### src/rtl/drid_tracker_pkg.sv
// Shared sizing and entry layout for the directory request-ID tracker.
// Imported by the tracker top and its free-ID picker.
package drid_tracker_pkg;

    localparam int DR_REQIDS    = 64;
    localparam int DR_REQIDBITS = 6;

    typedef struct packed {
        logic [4:0] nid;
        logic [5:0] l2id;
    } I_drid_entry_type;

endpackage

### src/rtl/drid_pick_free.sv
// Lowest-set-bit priority encoder with an any-set flag.
// Shared by the DRID allocator and future snoop-ID allocators.
module drid_pick_free #(
    parameter int N = 64,
    parameter int W = 6
) (
    input  logic [N-1:0] vec,
    output logic [W-1:0] idx,
    output logic         any
);

    always_comb begin
        idx = '0;
        for (int i = N - 1; i >= 0; i--) begin
            if (vec[i]) idx = W'(i);
        end
    end

    assign any = |vec;

endmodule

### src/rtl/drid_tracker.sv
// Allocates DRIDs to L2 requests and returns the recorded
// node/L2 IDs when memory acks, freeing the DRID.
module drid_tracker
    import drid_tracker_pkg::*;
#(
    parameter int NUM_IDS   = DR_REQIDS,
    parameter int ID_BITS   = DR_REQIDBITS,
    parameter int NID_BITS  = 5,
    parameter int L2ID_BITS = 6
) (
    input  logic                 clk,
    input  logic                 reset,
    input  logic                 alloc_valid,
    output logic                 alloc_retry,
    input  logic [NID_BITS-1:0]  alloc_nid,
    input  logic [L2ID_BITS-1:0] alloc_l2id,
    output logic [ID_BITS-1:0]   alloc_drid,
    input  logic                 rel_valid,
    output logic                 rel_retry,
    input  logic [ID_BITS-1:0]   rel_drid,
    output logic                 rsp_valid,
    input  logic                 rsp_retry,
    output logic [NID_BITS-1:0]  rsp_nid,
    output logic [L2ID_BITS-1:0] rsp_l2id,
    output logic [ID_BITS-1:0]   rsp_drid,
    output logic [ID_BITS:0]     outstanding,
    output logic                 err_bad_release
);

    localparam int ENT_W = NID_BITS + L2ID_BITS;

    logic [NUM_IDS-1:0] free_q;
    logic [NUM_IDS-1:0] free_d;
    logic [ID_BITS-1:0] pick_idx;
    logic               pick_any;
    logic               alloc_fire;
    logic               rel_fire;
    logic               rel_ok;
    logic [ENT_W-1:0]   mem [NUM_IDS];

    drid_pick_free #(
        .N (NUM_IDS),
        .W (ID_BITS)
    ) u_pick (
        .vec (free_q),
        .idx (pick_idx),
        .any (pick_any)
    );

    // Grant comes from the registered vector only, so a DRID
    // released this cycle is never handed out in the same cycle.
    assign alloc_retry = !pick_any;
    assign alloc_drid  = pick_idx;
    assign alloc_fire  = alloc_valid && pick_any;

    assign rel_retry = rsp_valid && rsp_retry;
    assign rel_fire  = rel_valid && !rel_retry;
    assign rel_ok    = rel_fire && (rel_drid != '0)
                     && !free_q[rel_drid];

    always_comb begin
        free_d = free_q;
        if (alloc_fire) free_d[pick_idx] = 1'b0;
        if (rel_ok)     free_d[rel_drid] = 1'b1;
        free_d[0] = 1'b0;
    end

    always_ff @(posedge clk or negedge reset) begin
        if (!reset) begin
            free_q <= {{(NUM_IDS-1){1'b1}}, 1'b0};
        end else begin
            free_q <= free_d;
        end
    end

    always_ff @(posedge clk) begin
        if (alloc_fire) mem[pick_idx] <= {alloc_nid, alloc_l2id};
    end

    always_ff @(posedge clk or negedge reset) begin
        if (!reset) begin
            rsp_valid <= 1'b0;
            rsp_nid   <= '0;
            rsp_l2id  <= '0;
            rsp_drid  <= '0;
        end else if (rel_ok) begin
            rsp_valid <= 1'b1;
            {rsp_nid, rsp_l2id} <= mem[rel_drid];
            rsp_drid  <= rel_drid;
        end else if (!rsp_retry) begin
            rsp_valid <= 1'b0;
        end
    end

    always_ff @(posedge clk or negedge reset) begin
        if (!reset) begin
            outstanding <= '0;
        end else begin
            unique case ({alloc_fire, rel_ok})
                2'b10:   outstanding <= outstanding + (ID_BITS+1)'(1);
                2'b01:   outstanding <= outstanding - (ID_BITS+1)'(1);
                default: outstanding <= outstanding;
            endcase
        end
    end

    always_ff @(posedge clk or negedge reset) begin
        if (!reset) begin
            err_bad_release <= 1'b0;
        end else if (rel_fire && !rel_ok) begin
            err_bad_release <= 1'b1;
        end
    end

endmodule

### config.mk
export PLATFORM = sky130hd
export DESIGN_NAME = drid_tracker
export DESIGN_NICKNAME = d
export VERILOG_FILES = /design/src/rtl/drid_tracker_pkg.sv /design/src/rtl/drid_pick_free.sv /design/src/rtl/drid_tracker.sv
export SDC_FILE = /design/constraint.sdc
export NUM_CORES = 1
export LEC_CHECK = 0
export CORE_MARGIN = 1
export CORE_UTILIZATION = 35
export CTS_CLUSTER_SIZE = 16
export DETAILED_ROUTE_END_ITERATION = 10
export PLACE_DENSITY_LB_ADDON = 0.2
export SLEW_MARGIN = 10
export SYNTH_ARGS = -nofsm -noshare
export SYNTH_HDL_FRONTEND = slang
export SYNTH_SLANG_ARGS = --single-unit
### constraint.sdc
create_clock -name clk -period 8.95 [get_ports clk]
set_input_delay 1.79 -clock clk [delete_from_list [all_inputs] [get_ports clk]]
set_output_delay 1.79 -clock clk [all_outputs]
set_load 0.005 [all_outputs]
# After elaboration in Yosys (flattened, before gate mapping)
# Memories as Yosys holds them, arrays and structs flattened. A register that Yosys moved wholly into a read port is not among the register bits.
# Cells that the tools add are included.
[op_classes] n_bitwise=3 magnitude_cmp=4 eq_ne=3 muxes=76 n_reduce_logical=16 n_addsub=2
[ops] operator="$mux W6" n=63
[ops] operator="$mux W64" n=2
[ops] operator="$and A64 B64 Y64" n=1
[ops] operator="$not A64 Y64" n=1
[ops] operator="$or A64 B64 Y64" n=1
[ops] operator="$reduce_or A63 Y1" n=1
[ops] operator="$lt A6 B7 Y1 const B" n=2
[ops] operator="$pmux W7 S2" n=1
[ops] operator="$demux W1 S6" n=2
[ops] operator="$ge A6 B1 Y1 const B" n=2
[ops] operator="$logic_and A1 B1 Y1" n=8
[ops] operator="$add A7 B1 Y7 const B" n=1
[ops] operator="$mux W1" n=7
[ops] operator="$sub A7 B1 Y7 const B" n=1
[ops] operator="$bmux W1 S6" n=1
[ops] operator="$reduce_bool A6 Y1" n=1
[ops] operator="$logic_not A1 Y1" n=5
[ops] operator="$eq A2 B1 Y1 const B" n=1
[ops] operator="$eq A2 B2 Y1 const B" n=1
[ops] operator="$ne A2 B1 Y1 const B" n=1
[ops] operator="$reduce_bool A2 Y1" n=1
[totals] reg_bits=78 ram_bits=704 n_memories=1 elab_cells=110 in_bits=22 out_inout_bits=34
[mem_list] name="mem" words=64 width=11 read_ports=1 rd_ports_with_merged_regs=1 wr=1 line_no="drid_tracker.sv:39" text="logic [ENT_W-1:0] mem [NUM_IDS];"

# Depth between registers and ports, before layout
# Gate-level depths: netlist of run 1.
[logic_depth] ltp_word=72 mapped_depth=21 depth_no_buf=16

# Cells and area by module
# Synthesis of run 1 repeated with hierarchy kept, for this count alone.
[hier_totals] cells_unflattened=2047 hier_area_um2=32922.8
[modules_own_cells] module="drid_tracker" cells_each=1902 area_each_um2=32035.7 seq_area_each_um2=23446.2 instances=1
[modules_own_cells] module="drid_pick_free" cells_each=145 area_each_um2=887.1 seq_area_each_um2=0.0 instances=1

# Worst setup path after synthesis of run 1
# Ideal clock, no wire load.
[synth_path] kind="input port to flip-flop" from="input rel_drid[0]" to="register outstanding[6]" required_ns=8.825 n_path_buf=4 setup_time_ns=0.125 path_stages=20 t_arrival_ns=5.354 path_slack_ns=3.471 cell_sequence="buf_6 -> buf_6 -> nand3_1 -> a21oi_1 -> o41a_1 -> or4_4 -> nor4_4 -> buf_4 -> buf_4 -> ha_1 -> inv_1 -> fa_1 -> nor2b_1 -> o21ai_0 -> a21oi_1 -> o21a_1 -> nor2_1 -> xnor2_1 -> nor2_1 -> xor2_1"
[synth_via] elab_chain_cells=6 elab_cells_between_ends=10 cone_classes="eq/ne: 2; mux: 3; reduce/logical: 5"
[synth_rtl] element="start: declaration" line_no="drid_tracker.sv:20" text="input logic [ID_BITS-1:0] rel_drid,"
[synth_rtl] element="$bmux W1 S6" line_no="drid_tracker.sv:59" text="&& !free_q[rel_drid];"
[synth_rtl] element="$mux W1 (implied by the code)" line_no="drid_tracker.sv:59"
[synth_rtl] element="$logic_not A1 Y1" line_no="drid_tracker.sv:59"
[synth_rtl] element="$logic_and A1 B1 Y1 (*)" line_no="drid_tracker.sv:59"
[synth_rtl] element="named net rel_ok" line_no="drid_tracker.sv:38" text="logic rel_ok;"
[synth_rtl] element="$eq A2 B1 Y1 / $eq A2 B2 Y1 (equally long branches)" line_no="drid_tracker.sv:99" text="unique case ({alloc_fire, rel_ok})"
[synth_rtl] element="$pmux W7 S2 / $reduce_bool A2 Y1 (equally long branches)"
[synth_rtl] element="end signal: assignment" line_no="drid_tracker.sv:100" text="2'b10: outstanding <= outstanding + (ID_BITS+1)'(1);"
[synth_rtl] element="end signal: assignment" line_no="drid_tracker.sv:101" text="2'b01: outstanding <= outstanding - (ID_BITS+1)'(1);"
[synth_rtl] element="end signal: assignment" line_no="drid_tracker.sv:102" text="default: outstanding <= outstanding;"
[synth_rtl] element="end: declaration" line_no="drid_tracker.sv:26" text="output logic [ID_BITS:0] outstanding,"
# Mark *: on every way through the listed nets, which the timed path passes. The rest lies on a longest branch. The select of a mux whose other input is x is not followed.
# A chain may end at the register's enable or synchronous reset.

# Final worst setup path of run 1
[layout_path] from="register free_q[35]" to="output alloc_drid[0]"
[layout_via] elab_chain_cells=35
[layout_rtl] element="start: declaration" line_no="drid_tracker.sv:32" text="logic [NUM_IDS-1:0] free_q;"
[layout_rtl] element="start signal: assignment" line_no="drid_tracker.sv:70" text="free_q <= {{(NUM_IDS-1){1'b1}}, 1'b0};"
[layout_rtl] element="start signal: assignment" line_no="drid_tracker.sv:72" text="free_q <= free_d;"
[layout_rtl] element="$mux W6 (35 in a row)" line_no="drid_pick_free.sv:15" text="if (vec[i]) idx = W'(i);"
[layout_rtl] element="end: declaration" line_no="drid_tracker.sv:17" text="output logic [ID_BITS-1:0] alloc_drid,"
# No other way between the ends.

==> flow_summary.yaml, run 1 <==
status:
  status: "completed"
clock_network:
  cts_buffers: 86
  cts_resized: 0
  clk_path_buf_depth: 3
  ctsHoldBuffers: 0
  cts_max_level: 3
  clk_latency_ns: 0.65
  cts_tree: "yes"
  cts.clk_slew.worst_paths_ns: 0.06
  post_cts_buffers: 0
  clock-sinks: 793
  cts_root_buffer: "clkbuf_16"
timing:
  maxSlewHeadroom: 0.204
  fin_crit_ns: 5.96
  final-hold-violation-count: 0
  fin_skew_ns: 0.0182
  rsz0062_at_grt: "false"
  setup_tns_ns: 0
  setup_slack_ns: 2.99
  period_share: 0.666
  finalSetupViolations: 0
  slew_viol_final: 0
  worst_slew_pin_slew_ns: 1.19
  clock.fmax_mhz: 168
cells_and_area:
  mostFrequentLayoutCells: "704 x edfxtp_1, 260 x a22oi_1, 89 x clkbuf_16, 83 x buf_4, 81 x nor2_1"
  fin_nets: 2108
  final_common_cell: "edfxtp_1"
  synthToLayoutAreaGrowth_pct: 16.0
  drive_above_1_share: 0.159
  fillers: 7830
  instances_no_fill: 3303
setup_path:
  required_ns: 7.16
  critical-path-slowest-cell: "clkdlybuf4s50_1"
  worstSetupStartpointType: "flip-flop"
  crit_arrival_ns: 4.17
  r2r_start: "free_q[62]"
  worstPathCellList: "inv_1, a21o_1, a2111oi_0, o311a_1, o211a_2, nor2_1, o21ai_0, clkdlybuf4s50_1"
  r2r_end: "mem[44][6]"
  cp_max_fo: 9
  rrSetupSlack_ns: 4.66
  crit_family: "compound AO/OA/AOI/OAI gates"
  path_class: "reg -> out"
  crit_buf_inv: 2
  r2r_cells: 8
  end_kind: "output port"
  slowest_delay_ns: 0.62
logic_synthesis:
  muxShareOfSynthArea: 0.00853
  avgSynthCellArea_sq_um: 15.9
  synth_ff_type: "edfxtp_1"
  yosys-top-cells-area: "edfxtp_1 68%, a22oi_1 6.3%, dfstp_2 5.3%"
  synthSimpleGateAreaFrac: 0.0579
  ys_seq_area_frac: 0.754
  ys_ff_latch: 793
  synth.distinct_cells: 76
  synth.yosys.warnings: 0
  synth_top_family_by_area: "compound AO/OA/AOI/OAI gates"
  synth_compound_area_frac: 0.151
  yosysTopAreaCellShare: 0.680
  synth_fa_ha_area_frac: 0.00306
  synth_area_sq_mm: 0.0311
  synthCells: 1961
  synth_edf_count: 704
  synth_top_area_cell: "edfxtp_1"
  synthXorXnorAreaFrac: 0.00169
  async_reset_ff_frac: 0.112
job:
  drv_cap: 0
drt:
  final_antenna_net_count: 0
  drc: 0
  wl_per_cell_microns: 31.0
  drt-total-wl_microns: 102000
  drt-vias-per-instance: 5.90
  vias: 19481
  drt-initial-drc-count: 2219
  drtPass1Iterations: 5
power:
  power_frac_comb: 0.156
  leakage_nw: 11.4
  clkPwrFrac: 0.364
  switching_share: 0.284
  finalPower_mw: 9.48
  peakVddDrop_uv: 322
  p_int_mw: 6.79
  p_sw_mw: 2.69
  pwr-share-seq: 0.480
  power.density_mw_per_mm2: 263
floorplanning:
  num_rows: 108
  core_area_sq_mm: 0.0874
  initial_utilization: 0.356
  dieWidth_microns: 300
  dieArea_sq_mm: 0.0901
  io_pins: 56
  die_h_microns: 300
grt:
  antenna_found_initial: 4
  grt_pass1_vias: 18785
  grt_max_degree: 90
  overflow: 0
  grt_pass1_wl_microns: 144000
  grt_usage: 0.225
placement:
  post-dp-hpwl_microns: 61100
  dp_cells: 3145
  place_ws_ns: 2.43
  port_buffers: 55
  place.gp.congestion: 0.920
min_path:
  min_from: "outstanding[6]"
  hold_end: "outstanding[6]"
  min_path_type: "reg -> reg"
  whs_path_depth: 1
==> worst register-to-register path: stages (launching register included) <==
cell,delay [ns]
dfstp_2,0.58
nand2b_1,0.12
a221o_1,0.14
a31oi_1,0.10
o311a_1,0.44
o211a_2,0.36
nor2_1,0.63
nand3_1,0.48
nor2_1,1.04
==> final cells by class <==
class | count | area, sq um | share of cell area
Sequential cell | 793 | 23400 | 0.650
Clock buffer | 122 | 2380 | 0.0660
Tap cell | 1155 | 1450 | 0.0400
Clock inverter | 34 | 335 | 0.00929
Multi-Input combinational cell | 1004 | 7060 | 0.196
Antenna cell | 1 | 2.50 | 0.0000693
Timing Repair Buffer | 143 | 1230 | 0.0341
Inverter | 51 | 196 | 0.00544
==> Yosys cell counts, drive strengths merged, types with 13 or more instances <==
| master | instances |
|---|---|
| nand3 | 23 |
| a22o | 66 |
| a41oi | 31 |
| dfrtp | 26 |
| inv | 50 |
| and2 | 13 |
| a31oi | 56 |
| edfxtp | 704 |
| buf | 59 |
| a221oi | 52 |
| o22ai | 16 |
| nor2 | 83 |
| nand4 | 18 |
| dfstp | 63 |
| a21oi | 29 |
| nand2 | 47 |
| nor3 | 38 |
| o21ai | 78 |
| clkbuf | 64 |
| nor4 | 35 |
| a22oi | 260 |
==> metrics by stage <==
stage / utilization / instance area [sq um] / hold slack, ns
floorplan: - / 31100 / 0.462
CTS: 0.413 / 36100 / 0.471
detailed placement: 0.381 / 33400 / 0.463
global route: 0.413 / 36100 / 0.506
finish: 0.413 / 36100 / 0.465
global placement: 0.381 / 33400 / 0.457
==> logic make-up after synthesis <==
kind of cell | after synthesis
compound gates | 641
xor+xnor | 6
fa+ha+maj | 7
buf+inv | 174
flops | 793
mux | 18
other cells | 1
simple gates | 321
==> registers in the layout, indices dropped and copies added, names as in the netlist <==
name / cells
outstanding: 7
rsp_nid: 5
rsp_l2id: 6
err_bad_release: 1
rsp_valid: 1
mem: 704
free_q: 63
rsp_drid: 6
==> power groups by stage <==
| stage | sequential, mW | clock (mW) | combinational (mW) |
|---|---|---|---|
| after detailed placement | 4.62 | 0 | 1.46 |
| after global placement | 4.62 | 0 | 1.46 |
| after floorplan | 4.52 | 0 | 0.740 |
| final | 4.55 | 3.45 | 1.48 |
| after global routing | 4.57 | 3.64 | 1.57 |
| after CTS | 4.54 | 3.51 | 1.47 |
==> how the worst max path moves through the flow <==
| stage | from | end | cells after the start |
|---|---|---|---|
| after floorplan | rel_drid[0] | outstanding[6] | 20 |
| after global placement | rel_drid[2] | outstanding[6] | 18 |
| after detailed placement | rel_drid[2] | outstanding[6] | 18 |
| after CTS | free_q[35] | alloc_drid[0] | 8 |
| after global routing | rel_drid[2] | outstanding[6] | 18 |
| final | free_q[35] | alloc_drid[0] | 8 |
==> per-layer routing <==
| layer | global-route usage | vias to the layer above | wire [microns] | part of all wire |
|---|---|---|---|---|
| met4 | 0.0634 | 2 | 2610 | 0.026 |
| met1 | 0.328 | 10172 | 45700 | 0.45 |
| li1 | - | 8310 | - | - |
| met3 | 0.0377 | 130 | 7340 | 0.072 |
| met2 | 0.344 | 867 | 46600 | 0.46 |
| met5 | 0 | - | 13 | 0.00013 |
Note: power is estimated with default switching activity, not from simulation.
==> inputs of run 2 (changes only) <==
==> constraint.sdc (replaced) <==
create_clock -name clk -period 5.5 [get_ports clk]
set_input_delay 1.1 -clock clk [delete_from_list [all_inputs] [get_ports clk]]
set_output_delay 1.1 -clock clk [all_outputs]
set_load 0.005 [all_outputs]
==> run 2 against run 1 <==
Effect of this change: sequential cell count unchanged; register-to-register slack worse by 3.5 ns; cell area up 0.94%; clock skew grew 0.021 ns; sequential share of layout area decreased by 0.60 points; worst setup slack worse by 2.7 ns; die area did not move; via count rose by 1.1%; global-route usage fell by 0.11 points; critical path type unchanged; largest cell class unchanged; highest routed layer unchanged.
==> flow_summary.yaml, run 2 (synthesis results as in run 1) <==
setup_path:
  worstSetupStartpoint: "free_q[35]"
  path_class: "reg -> out"
  r2r_start: "free_q[43]"
  slowest_delay_ns: 0.64
  crit_arrival_ns: 4.11
  worstPathCellList: "inv_1, a21o_1, a2111oi_0, o311a_1, o211a_2, nor2_1, o21ai_0, clkdlybuf4s50_1"
  end_kind: "output port"
  worstSetupStartpointType: "flip-flop"
  critical-path-slowest-cell: "o21ai_0"
  cp_max_fo: 9
  required_ns: 4.40
clock_network:
  cts.clk_slew.worst_paths_ns: 0.06
  cts_resized: 0
  ctsHoldBuffers: 0
  cts_tree: "yes"
  cts_max_level: 3
  cts_buffers: 83
  clk_latency_ns: 0.65
  clock-sinks: 793
  clk_path_buf_depth: 3
  post_cts_buffers: 0
  cts_root_buffer: "clkbuf_16"
drt:
  vias: 19696
  wl_per_cell_microns: 30.4
  drc: 0
  final_antenna_net_count: 0
  drtPass1Iterations: 7
  drt-vias-per-instance: 5.91
  drt-initial-drc-count: 2312
  drt-total-wl_microns: 101000
cells_and_area:
  reg_top3: "mem x704, free_q x63, outstanding x7"
  multiInputGateArea_sq_mm: 0.00706
  fin_util: 0.417
  synthToLayoutAreaGrowth_pct: 17.1
  largest_reg_flops: 704
  seqCellArea_sq_mm: 0.0234
  final_area_sq_mm: 0.0364
  fillers: 7839
  fin_nets: 2145
  final_common_cell: "edfxtp_1"
  diodes: 0
  regMostFlops: "mem"
  mostFrequentLayoutCells: "704 x edfxtp_1, 260 x a22oi_1, 115 x buf_4, 83 x clkbuf_16, 81 x nor2_1"
  drive_above_1_share: 0.174
timing:
  slew_viol_final: 0
  maxSlewHeadroom: 0.200
  worst_slew_pin_slew_ns: 1.19
  finalSetupViolations: 0
  period_share: 0.946
  clock.fmax_mhz: 192
  setup_tns_ns: 0
  rsz0062_at_grt: "false"
  fin_crit_ns: 5.21
  setup_slack_ns: 0.294
  fin_skew_ns: 0.0394
  final-hold-violation-count: 0
floorplanning:
  die_h_microns: 300
  dieWidth_microns: 300
  io_pins: 56
  num_rows: 108
  initial_utilization: 0.356
  core_area_sq_mm: 0.0874
  dieArea_sq_mm: 0.0901
grt:
  grt_usage: 0.223
  grt_pass1_wl_microns: 145000
  antenna_found_initial: 2
  grt_pass1_vias: 19046
  overflow: 0
  grt_max_degree: 90
power:
  power.density_mw_per_mm2: 423
  leakage_nw: 11.6
  peakVddDrop_uv: 236
  finalPower_mw: 15.4
placement:
  place_ws_ns: 0.134
  port_buffers: 55
  post-dp-hpwl_microns: 61900
  place.gp.congestion: 0.950
  placed_cell_area_sq_mm: 0.0338
min_path:
  min_path_type: "reg -> reg"
  min_from: "outstanding[6]"
job:
  drv_cap: 0
status:
  status: "completed"
run 2: changes by cell type in the layout (fill, tap and decap cells not counted), sizes merged:
| cell | delta |
|---|---|
| buf | +40 |
| diode | -1 |
| bufinv | +4 |
| clkbuf | -16 |
| clkinv | +6 |
| clkinvlp | +1 |
| inv | -2 |
run 2: layout make-up:
class,count,area share
well taps,1155,0.0397
flip-flops and latches,793,0.643
clock buffers,106,0.0607
inverters,51,0.00539
multi-input cells,1004,0.194
clock inverters,43,0.0124
repair buffers,183,0.0446
run 2: routing by layer:
layer / GRT usage / part of all wire
met1: 0.334 / 0.46
met5: 0 / 0.00027
met3: 0.0408 / 0.075
met4: 0.0522 / 0.021
met2: 0.337 / 0.45
run 2: path summary, 6_finish.rpt:
check,end,slack (ns),cells after the start
min,outstanding[6],0.47,1
max in group asynchronous,rsp_drid[5],3.89,2
max,alloc_drid[0],0.29,8
min in group asynchronous,rsp_l2id[1],0.52,1
max reg2reg,mem[52][9],1.16,8
min reg2reg,outstanding[6],0.47,1
run 2: per-stage QoR:
stage,hold WS (ns),std cells
floorplan,0.462,1971
detailed placement,0.468,3186
CTS,0.477,3335
global placement,0.458,3186
global route,0.500,3335
finish,0.470,3335
run 2: power by group:
group | switching (mW) | total, mW | internal [mW]
registers | 0.354 | 7.41 | 7.06
logic | 1.65 | 2.43 | 0.777
clock network | 2.34 | 5.56 | 3.22
run 2: worst max-delay path: cells and delay by family, from the launching register on:
kind,cells,cell delay (ns)
buffers and inverters,2,0.71
DFF,1,0.56
AOI/OAI and AO/OA,5,1.99
and+or+nand+nor,1,0.22
==> inputs of run 3 (changes only) <==
--- a/config.mk
+++ b/config.mk
@@ -6,7 +6,7 @@
 export NUM_CORES = 1
 export LEC_CHECK = 0
 export CORE_MARGIN = 1
-export CORE_UTILIZATION = 35
+export CORE_UTILIZATION = 62
 export CTS_CLUSTER_SIZE = 16
 export DETAILED_ROUTE_END_ITERATION = 10
 export PLACE_DENSITY_LB_ADDON = 0.2
==> run 3 against run 2 <==
Effect of this change: maximum frequency is 1.2% higher; die area is 43% lower; sequential share of layout area is 1.8 points higher; first-iteration DRC count is 31% higher; core utilization is 30 points higher; non-clock buffer count is 18 lower; sequential power hardly changed; power is 3.4% lower; hold slack hardly changed; critical path depth stayed put; highest routed layer is now met4.
==> flow_summary.yaml, run 3 (synthesis results as in run 1) <==
status:
  status: "completed"
placement:
  post-dp-hpwl_microns: 54300
  place.gp.congestion: 1.00
  port_buffers: 55
  dp_cells: 2677
clock_network:
  cts_tree: "yes"
  cts_buffers: 79
  clk_path_buf_depth: 3
  clk_latency_ns: 0.63
  post_cts_buffers: 0
  cts_max_level: 3
  cts_resized: 0
  cts_root_buffer: "clkbuf_16"
  cts.clk_slew.worst_paths_ns: 0.06
  ctsHoldBuffers: 0
  clock-sinks: 793
timing:
  fin_crit_ns: 5.15
  final-hold-violation-count: 0
  worst_slew_pin_slew_ns: 1.28
  slew_viol_final: 0
  setup_tns_ns: 0
  period_share: 0.936
  rsz0062_at_grt: "false"
  fin_skew_ns: 0.0253
  maxSlewHeadroom: 0.141
  clock.fmax_mhz: 194
  finalSetupViolations: 0
cells_and_area:
  fin_nets: 2123
  reg_top3: "mem x704, free_q x63, outstanding x7"
  mostFrequentLayoutCells: "704 x edfxtp_1, 260 x a22oi_1, 100 x buf_4, 82 x clkbuf_16, 81 x nor2_1"
  drive_above_1_share: 0.163
  synthToLayoutAreaGrowth_pct: 13.9
  final_common_cell: "edfxtp_1"
  largest_reg_flops: 704
  regMostFlops: "mem"
  diodes: 0
  instances_no_fill: 2817
floorplanning:
  dieWidth_microns: 226
  die_h_microns: 226
  core_area_sq_mm: 0.0493
  initial_utilization: 0.632
  dieArea_sq_mm: 0.0511
  io_pins: 56
  num_rows: 81
power:
  clkPwrFrac: 0.345
  power_frac_comb: 0.157
  power.density_mw_per_mm2: 420
  peakVddDrop_uv: 285
  leakage_nw: 11.4
  p_int_mw: 10.7
  switching_share: 0.278
  p_sw_mw: 4.13
  pwr-share-seq: 0.497
setup_path:
  path_class: "reg -> out"
  critical-path-slowest-cell: "clkdlybuf4s50_1"
  crit_arrival_ns: 4.05
  crit_family: "compound AO/OA/AOI/OAI gates"
  worstPathCellList: "inv_1, a21o_1, a2111oi_0, o311a_1, o211a_2, nor2_1, o21ai_0, clkdlybuf4s50_1"
  rrSetupSlack_ns: 0.98
  worstSetupStartpointType: "flip-flop"
  cp_max_fo: 9
  required_ns: 4.40
  crit_buf_inv: 2
  slowest_delay_ns: 0.63
  end_kind: "output port"
grt:
  grt_pass1_vias: 19144
  antenna_found_initial: 0
  grt_max_degree: 90
  grt_usage: 0.368
  overflow: 0
  grt_pass1_wl_microns: 133000
min_path:
  min_path_type: "reg -> reg"
drt:
  drt-initial-drc-count: 3022
  wl_per_cell_microns: 32.5
  drt-total-wl_microns: 91700
  drtPass1Iterations: 5
  final_antenna_net_count: 0
  drc: 0
  drt-vias-per-instance: 7.15
  vias: 20145
job:
  drv_cap: 0
[run 3: changes by cell type in the layout (fill, tap and decap cells not counted), sizes merged]
| cell | before | now |
|---|---|---|
| bufinv | 8 | 4 |
| buf | 141 | 122 |
| clkinvlp | 2 | 3 |
| clkdlybuf4s50 | 42 | 43 |
| inv | 53 | 52 |
| clkbuf | 106 | 107 |
| clkinv | 31 | 25 |
[run 3: worst reg2reg max path, delay by kind of cell (launching register included)]
family	cells	cell delay, ns
simple gates	3	1.77
compound gates	4	1.40
buf+inv	1	0.51
flops	1	0.44
[run 3: through the flow]
stage | area [sq um] | utilization | total power [mW] | setup slack, ns | hold WS, ns
CTS | 35400 | 0.719 | 14.8 | 0.439 | 0.473
detailed placement | 33000 | 0.670 | 9.76 | 0.134 | 0.462
global route | 35400 | 0.719 | 15.3 | 0.157 | 0.478
finish | 35400 | 0.719 | 14.9 | 0.354 | 0.469
global placement | 33000 | 0.670 | 9.72 | 0.219 | 0.457
floorplan | 31100 | - | 8.55 | 0.711 | 0.462
[run 3: final cells by class]
class | count | area, sq um
sequential | 793 | 23400
fill | 3131 | 13800
multi-input combinational | 1004 | 7050
timing repair buffer | 165 | 1470
inverter | 51 | 196
clock inverter | 33 | 282
clock buffer | 107 | 2150
tap | 664 | 831
[run 3: per-layer routing]
metal / wire length, microns / vias up / GRT usage
met2: 40900 / 1548 / 0.532
met5: 0 / - / 0
li1: - / 8304 / -
met1: 35000 / 10093 / 0.543
met3: 12100 / 200 / 0.0824
met4: 3640 / 0 / 0.154
[run 3: final timing paths]
kind                                startpoint        endpoint  cells past startpoint
worst min register to register  outstanding[6]  outstanding[6]                      1
worst min-delay path            outstanding[6]  outstanding[6]                      1
worst max register to register      free_q[26]      mem[52][7]                      8
worst max-delay path                free_q[35]   alloc_drid[0]                      8
min in group asynchronous                reset       rsp_valid                      1
max in group asynchronous                reset     rsp_l2id[4]                      2
[run 3: power by group through the flow]
stage / Combinational (mW) / Clock [mW] / Sequential [mW]
2_1_floorplan: 1.20 / 0 / 7.35
3_3_place_gp: 2.23 / 0 / 7.49
3_5_place_dp: 2.26 / 0 / 7.50
4_1_cts: 2.28 / 5.16 / 7.38
5_1_grt: 2.45 / 5.40 / 7.42
6_report: 2.34 / 5.14 / 7.40
